$ cat src/rtl/lc3_mem_pkg.sv
// lc3_mem_pkg: shared types and default sizes for the LC-3 memory controller.
//   mem_state_t : controller FSM encoding
//   WAIT_CNT_W  : width of the wait-state counter (WAIT_STATES 0..15)
//   DEF_*       : default DATA_W / ADDR_W / DEPTH
package lc3_mem_pkg;

  typedef enum logic [1:0] {
    MEM_IDLE,
    MEM_WAIT,
    MEM_DONE
  } mem_state_t;

  localparam int unsigned WAIT_CNT_W = 4;

  localparam int unsigned DEF_DATA_W = 16;
  localparam int unsigned DEF_ADDR_W = 16;
  localparam int unsigned DEF_DEPTH  = 256;

endpackage

$ cat src/rtl/lc3_mem_array.sv
// lc3_mem_array: DEPTH x DATA_W word storage, all ones at time zero.
// Synchronous write, combinational read from the address.
// Optional macro LC3_MEM_PARITY_EN adds one even-parity bit per word,
// computed on write and checked on read.
// Ports:
//   clk         rising-edge clock
//   i_we        write enable
//   i_addr      word index
//   i_wdata     write data
//   o_rdata_c   combinational read data at i_addr
//   o_par_err_c combinational parity mismatch at i_addr (0 without parity)
module lc3_mem_array
  import lc3_mem_pkg::*;
#(
  parameter int unsigned DATA_W = DEF_DATA_W,
  parameter int unsigned DEPTH  = DEF_DEPTH,
  parameter int unsigned IDX_W  = 8
) (
  input  logic              clk,
  input  logic              i_we,
  input  logic [IDX_W-1:0]  i_addr,
  input  logic [DATA_W-1:0] i_wdata,
  output logic [DATA_W-1:0] o_rdata_c,
  output logic              o_par_err_c
);

`ifdef LC3_MEM_PARITY_EN
  localparam int unsigned MEM_W = DATA_W + 1;
  // Parity column of the power-up image is consistent with all-ones data.
  localparam logic [MEM_W-1:0] MEM_INIT = {1'(DATA_W % 2), {DATA_W{1'b1}}};

  logic [MEM_W-1:0] r_mem [DEPTH] = '{default: MEM_INIT};
  logic [MEM_W-1:0] w_word;

  // Store data with its even-parity bit on top.
  always_ff @(posedge clk) begin
    if (i_we) begin
      r_mem[i_addr] <= {^i_wdata, i_wdata};
    end
  end

  assign w_word      = r_mem[i_addr];
  assign o_rdata_c   = w_word[DATA_W-1:0];
  assign o_par_err_c = w_word[DATA_W] ^ (^w_word[DATA_W-1:0]);
`else
  logic [DATA_W-1:0] r_mem [DEPTH] = '{default: '1};

  always_ff @(posedge clk) begin
    if (i_we) begin
      r_mem[i_addr] <= i_wdata;
    end
  end

  assign o_rdata_c   = r_mem[i_addr];
  assign o_par_err_c = 1'b0;
`endif

endmodule

$ cat src/rtl/lc3_mem_ctrl.sv
// lc3_mem_ctrl: LC-3 main memory with MEM.EN / R handshake and programmable
// wait states. A request accepted in IDLE is committed at the edge that
// enters DONE; memRdy/memErr pulse for the single DONE cycle.
// Addresses >= DEPTH are flagged on memErr instead of aliasing.
// Optional macro LC3_MEM_PARITY_EN: per-word even parity, read mismatch
// also raises memErr.
// Ports:
//   clk     rising-edge clock
//   reset   asynchronous active-low reset
//   memEn   request strobe (sampled in IDLE only)
//   memWE   1 = write, 0 = read
//   MARReg  word address
//   mdrOut  write data
//   memOut  registered read data, held until the next read completes
//   memRdy  one-cycle completion pulse
//   memErr  one-cycle error pulse, only with memRdy
module lc3_mem_ctrl
  import lc3_mem_pkg::*;
#(
  parameter int unsigned DATA_W      = DEF_DATA_W,
  parameter int unsigned ADDR_W      = DEF_ADDR_W,
  parameter int unsigned DEPTH       = DEF_DEPTH,
  parameter int unsigned WAIT_STATES = 0
) (
  input  logic              clk,
  input  logic              reset,
  input  logic              memEn,
  input  logic              memWE,
  input  logic [ADDR_W-1:0] MARReg,
  input  logic [DATA_W-1:0] mdrOut,
  output logic [DATA_W-1:0] memOut,
  output logic              memRdy,
  output logic              memErr
);

  localparam int unsigned IDX_W = (DEPTH > 1) ? $clog2(DEPTH) : 1;
  localparam logic [WAIT_CNT_W-1:0] WAIT_LOAD =
    (WAIT_STATES > 0) ? WAIT_CNT_W'(WAIT_STATES - 1) : '0;
  localparam logic [ADDR_W:0] DEPTH_EXT = (ADDR_W + 1)'(DEPTH);

  mem_state_t              r_state, w_state_nxt;
  logic [WAIT_CNT_W-1:0]   r_cnt, w_cnt_nxt;
  logic                    r_we, w_we_nxt;
  logic [ADDR_W-1:0]       r_addr, w_addr_nxt;
  logic [DATA_W-1:0]       r_data, w_data_nxt;
  logic [DATA_W-1:0]       r_out, w_out_nxt;
  logic                    r_rdy, w_rdy_nxt;
  logic                    r_err, w_err_nxt;

  logic                    w_acc_we;
  logic [ADDR_W-1:0]       w_acc_addr;
  logic [DATA_W-1:0]       w_acc_data;
  logic                    w_in_range;
  logic                    w_commit;
  logic                    w_arr_we;
  logic [DATA_W-1:0]       w_rd_data;
  logic                    w_par_err;

  // With zero wait states the commit edge is the accepting edge, so the
  // access fields come straight from the ports while IDLE.
  assign w_acc_we   = (r_state == MEM_IDLE) ? memWE  : r_we;
  assign w_acc_addr = (r_state == MEM_IDLE) ? MARReg : r_addr;
  assign w_acc_data = (r_state == MEM_IDLE) ? mdrOut : r_data;

  // Full-width compare; one extra bit so DEPTH == 2**ADDR_W is representable.
  assign w_in_range = ({1'b0, w_acc_addr} < DEPTH_EXT);

  // Gated by reset so nothing is written while reset is held.
  assign w_arr_we = w_commit & w_acc_we & w_in_range & reset;

  lc3_mem_array #(
    .DATA_W (DATA_W),
    .DEPTH  (DEPTH),
    .IDX_W  (IDX_W)
  ) u_array (
    .clk         (clk),
    .i_we        (w_arr_we),
    .i_addr      (w_acc_addr[IDX_W-1:0]),
    .i_wdata     (w_acc_data),
    .o_rdata_c   (w_rd_data),
    .o_par_err_c (w_par_err)
  );

  // Next-state, counter, request latches and commit-cycle outputs.
  always_comb begin
    w_state_nxt = r_state;
    w_cnt_nxt   = r_cnt;
    w_we_nxt    = r_we;
    w_addr_nxt  = r_addr;
    w_data_nxt  = r_data;
    w_out_nxt   = r_out;
    w_rdy_nxt   = 1'b0;
    w_err_nxt   = 1'b0;
    w_commit    = 1'b0;

    case (r_state)
      MEM_IDLE: begin
        if (memEn) begin
          w_we_nxt   = memWE;
          w_addr_nxt = MARReg;
          w_data_nxt = mdrOut;
          if (WAIT_STATES == 0) begin
            w_state_nxt = MEM_DONE;
            w_commit    = 1'b1;
          end else begin
            w_state_nxt = MEM_WAIT;
            w_cnt_nxt   = WAIT_LOAD;
          end
        end
      end
      MEM_WAIT: begin
        if (r_cnt == '0) begin
          w_state_nxt = MEM_DONE;
          w_commit    = 1'b1;
        end else begin
          w_cnt_nxt = r_cnt - WAIT_CNT_W'(1);
        end
      end
      MEM_DONE: begin
        w_state_nxt = MEM_IDLE;
      end
      default: begin
        w_state_nxt = MEM_IDLE;
      end
    endcase

    if (w_commit) begin
      w_rdy_nxt = 1'b1;
      w_err_nxt = ~w_in_range | (w_in_range & ~w_acc_we & w_par_err);
      if (!w_acc_we) begin
        w_out_nxt = w_in_range ? w_rd_data : '1;
      end
    end
  end

  // State and registered outputs.
  always_ff @(posedge clk or negedge reset) begin
    if (!reset) begin
      r_state <= MEM_IDLE;
      r_cnt   <= '0;
      r_we    <= 1'b0;
      r_addr  <= '0;
      r_data  <= '0;
      r_out   <= '1;
      r_rdy   <= 1'b0;
      r_err   <= 1'b0;
    end else begin
      r_state <= w_state_nxt;
      r_cnt   <= w_cnt_nxt;
      r_we    <= w_we_nxt;
      r_addr  <= w_addr_nxt;
      r_data  <= w_data_nxt;
      r_out   <= w_out_nxt;
      r_rdy   <= w_rdy_nxt;
      r_err   <= w_err_nxt;
    end
  end

  assign memOut = r_out;
  assign memRdy = r_rdy;
  assign memErr = r_err;

endmodule

$ cat config.mk
export PLATFORM = sky130hd
export DESIGN_NAME = lc3_mem_ctrl
export DESIGN_NICKNAME = d
export VERILOG_FILES = /design/src/rtl/lc3_mem_pkg.sv /design/src/rtl/lc3_mem_array.sv /design/src/rtl/lc3_mem_ctrl.sv
export SDC_FILE = /design/constraint.sdc
export NUM_CORES = 2
export LEC_CHECK = 0
export CORE_MARGIN = 5
export CORE_UTILIZATION = 45
export CTS_BUF_LIST = sky130_fd_sc_hd__clkbuf_8
export CTS_CLUSTER_SIZE = 8
export DETAILED_ROUTE_END_ITERATION = 8
export PLACE_DENSITY_LB_ADDON = 0.25
export SLEW_MARGIN = 20
export SYNTH_ARGS = -nofsm -noshare
export SYNTH_HDL_FRONTEND = slang
export SYNTH_SLANG_ARGS = --single-unit
$ cat constraint.sdc
create_clock -name clk -period 11.9 [get_ports clk]
set_clock_uncertainty 0.15 [all_clocks]
set_input_delay 2.38 -clock clk [delete_from_list [all_inputs] [get_ports clk]]
set_output_delay 2.38 -clock clk [all_outputs]
set_load 0.02 [all_outputs]
==> flow_summary.json <==
{
  "grt-busiest-layer": "met2",
  "start_util": 0.4514,
  "io_pins": 54,
  "r2r_start": "r_state[1]",
  "clkSinkCount": 4147,
  "finalCriticalPeriod_ns": 7.002,
  "reg2regPathDepth": 9,
  "use_met2": 0.3652,
  "hold_violations": 0,
  "syn2layout_area_growth_pct": 12.40,
  "die_h_um": 601.6,
  "syn_avg_cell_area_um2": 22.49,
  "p_clk_frac": 0.358,
  "dr.pass1.iters": 6,
  "hold_depth": 2,
  "synth_edf_count": 4096,
  "p_switching_uw": 7272,
  "grt_pass1_wl_um": 600300,
  "timing.slew.headroom": 0.1718,
  "final_nets": 7735,
  "max_freq_ghz": 0.1428,
  "leakagePower_uw": 0.05540,
  "yosysTopAreaCell": "edfxtp_1",
  "critPathLaunchType": "input pin",
  "sw_frac_of_total": 0.2444,
  "outcome": "complete, no violations",
  "vias_per_cell": 6.128,
  "syn-num-nets": 7038,
  "dr.first_iter.drc_count": 10640,
  "detail_route.wl_per_cell_um": 33.29,
  "synth_cell_type_count": 44,
  "cts-root-buf": "clkbuf_8",
  "drive_above_1_share": 0.2790,
  "async_flop_share": 0.01230,
  "clk_pin_slew_ns": 0.06,
  "grt_pass1_vias": 79600,
  "ys_warn_count": 0,
  "place.gp.congestion": 0.8090,
  "synth_top_area_frac": 0.7810,
  "drc": 0,
  "fin_crit_sh": 0.5884,
  "synthTopCellsByArea": "edfxtp_1, mux4_2, a22oi_1",
  "internal-power_uw": 22480,
  "overflow": 0,
  "p_total_uw": 29750,
  "combPwrFrac": 0.091,
  "final_cells": 12760,
  "crit_path_end_kind": "flop",
  "cts_tree": "done",
  "critPathMaxFanout": 48,
  "critPathKind": "in2reg",
  "holdCritStartpoint": "r_addr[14]",
  "report.final.slew_viol_count": 0,
  "setup_viol": 0,
  "worst_slew_pin_slew_ns": 1.231,
  "grt_max_degree": 124,
  "min_to": "r_addr[14]",
  "place_inst": 11640,
  "rr_endpoint": "memOut[13]",
  "synth_seq_cells": 4147,
  "use_met1": 0.3258,
  "post-dp-hpwl_um": 238600,
  "required_ns": 12.86,
  "yosysMostFrequentCell": "edfxtp_1",
  "postCtsHoldBufs": 0,
  "ant_nets": 0,
  "vias": 78180,
  "grt_usage": 0.2307,
  "clock_latency_ns": 1.19,
  "rows": 217,
  "synthTopCellsByCount": "edfxtp_1, mux4_2, a22oi_1",
  "cts-resized-gates": 0,
  "drv_cap": 0,
  "crit_arrival_ns": 7.96,
  "synth_ff_type": "edfxtp_1",
  "yosysSeqAreaShare": 0.7892,
  "placed_area_um2": 165800,
  "wl_um": 424600,
  "stdcell_area_um2": 177000,
  "die_x_um": 601.6,
  "rsz0062_at_grt": "false",
  "hold_class": "reg2reg",
  "io_buffers": 53,
  "cts_made_buffers": 653,
  "synthCells": 7002,
  "antenna_found_initial": 28,
  "grt_use_met3": 0.04692,
  "seq_power_share": 0.551,
  "tns_ns": 0,
  "p_per_area_nw_per_um2": 168.1,
  "dieArea_um2": 361900,
  "cts-htree-levels": 6,
  "syn_area_um2": 157500,
  "vdd_drop_max_mv": 0.1282,
  "rrSetupSlack_ns": 5.85,
  "core_um2": 348900,
  "clockBufferDepth": 4,
  "cts_setup_buffers": 0
}
state kept, by name, summed over array words and instances, names as in the netlist:
name	flops
memErr	1
memOut	16
memRdy	1
r_addr	16
r_data	16
r_state	1
u_array.r_mem	4096
metal layers:
metal | share of wire | vias up | wire [um]
met5 | 0.000094 | - | 40
met4 | 0.032 | 6 | 13740
met3 | 0.093 | 673 | 39480
met2 | 0.48 | 3998 | 203900
met1 | 0.39 | 42260 | 167500
li1 | - | 31250 | -
cells by family (layout without fill, tap and decap cells):
group | count (synthesis) | after routing | share of synthesized area
buf+inv | 422 | 1573 | 0.01299
mux | 1044 | 1044 | 0.1479
flops | 4147 | 4147 | 0.7892
compound gates | 796 | 796 | 0.03506
other cells | 0 | 5 | 0
simple gates | 593 | 593 | 0.01490
critical path: stages:
cell and delay [ns]:
clkdlybuf4s50_1 0.59, mux2_8 0.65, buf_4 0.57, buf_4 0.78, mux4_2 0.59, a22oi_1 0.33, a21oi_1 0.17, o41ai_1 0.88
o21ai_1 0.56, o22a_1 0.32
power by group through the flow:
stage	clock (uW)	sequential (uW)	combinational, uW
2_1_floorplan	0	16700	1650
3_3_place_gp	0	16700	2670
3_5_place_dp	0	16700	2720
4_1_cts	10900	16400	2720
5_1_grt	11600	16400	2840
6_report	10700	16400	2710
per-stage QoR:
step                      setup WS (ns)  hold slack [ns]  utilization
after CTS                         4.864           0.3347       0.5073
after floorplan                   6.468           0.2901            -
after global placement            3.306           0.3111       0.4749
after detailed placement          3.575           0.3228       0.4752
final                             4.898           0.3300       0.5074
after global routing              4.767           0.3500       0.5074
layout by cell type, fill, tap and decap left out, drive strengths merged, types with 13 or more instances in the layout:
master / instances
a21oi: 222
a22oi: 446
a41oi: 32
buf: 407
clkbuf: 668
clkdlybuf4s50: 52
clkinv: 100
clkinvlp: 17
dfrtp: 35
dfstp: 16
edfxtp: 4096
inv: 328
mux2: 18
mux4: 1024
nand2: 261
nand3: 15
nor2: 276
nor4: 14
o21ai: 13
o41ai: 46
worst max path at each step:
| stage | slack (ns) | to | cells past startpoint | from |
|---|---|---|---|---|
| after global placement | 3.31 | memOut[0] | 10 | MARReg[0] |
| after detailed placement | 3.58 | memOut[13] | 10 | MARReg[0] |
| after floorplan | 6.47 | u_array.r_mem[200][0] | 9 | MARReg[8] |
| after CTS | 4.86 | memOut[13] | 10 | MARReg[0] |
| final | 4.90 | memOut[13] | 10 | MARReg[0] |
| after global routing | 4.77 | memOut[13] | 10 | MARReg[0] |
final cells by class:
| class | instances | area, um^2 |
|---|---|---|
| clock buffer | 668 | 9194 |
| antenna | 5 | 12.51 |
| tap | 4599 | 5754 |
| inverter | 5 | 18.77 |
| sequential | 4147 | 124300 |
| multi-input combinational | 2433 | 31840 |
| clock inverter | 441 | 2008 |
| timing repair buffer | 459 | 3897 |
| fill | 27440 | 171900 |
Note: power is estimated with default switching activity, not from simulation.
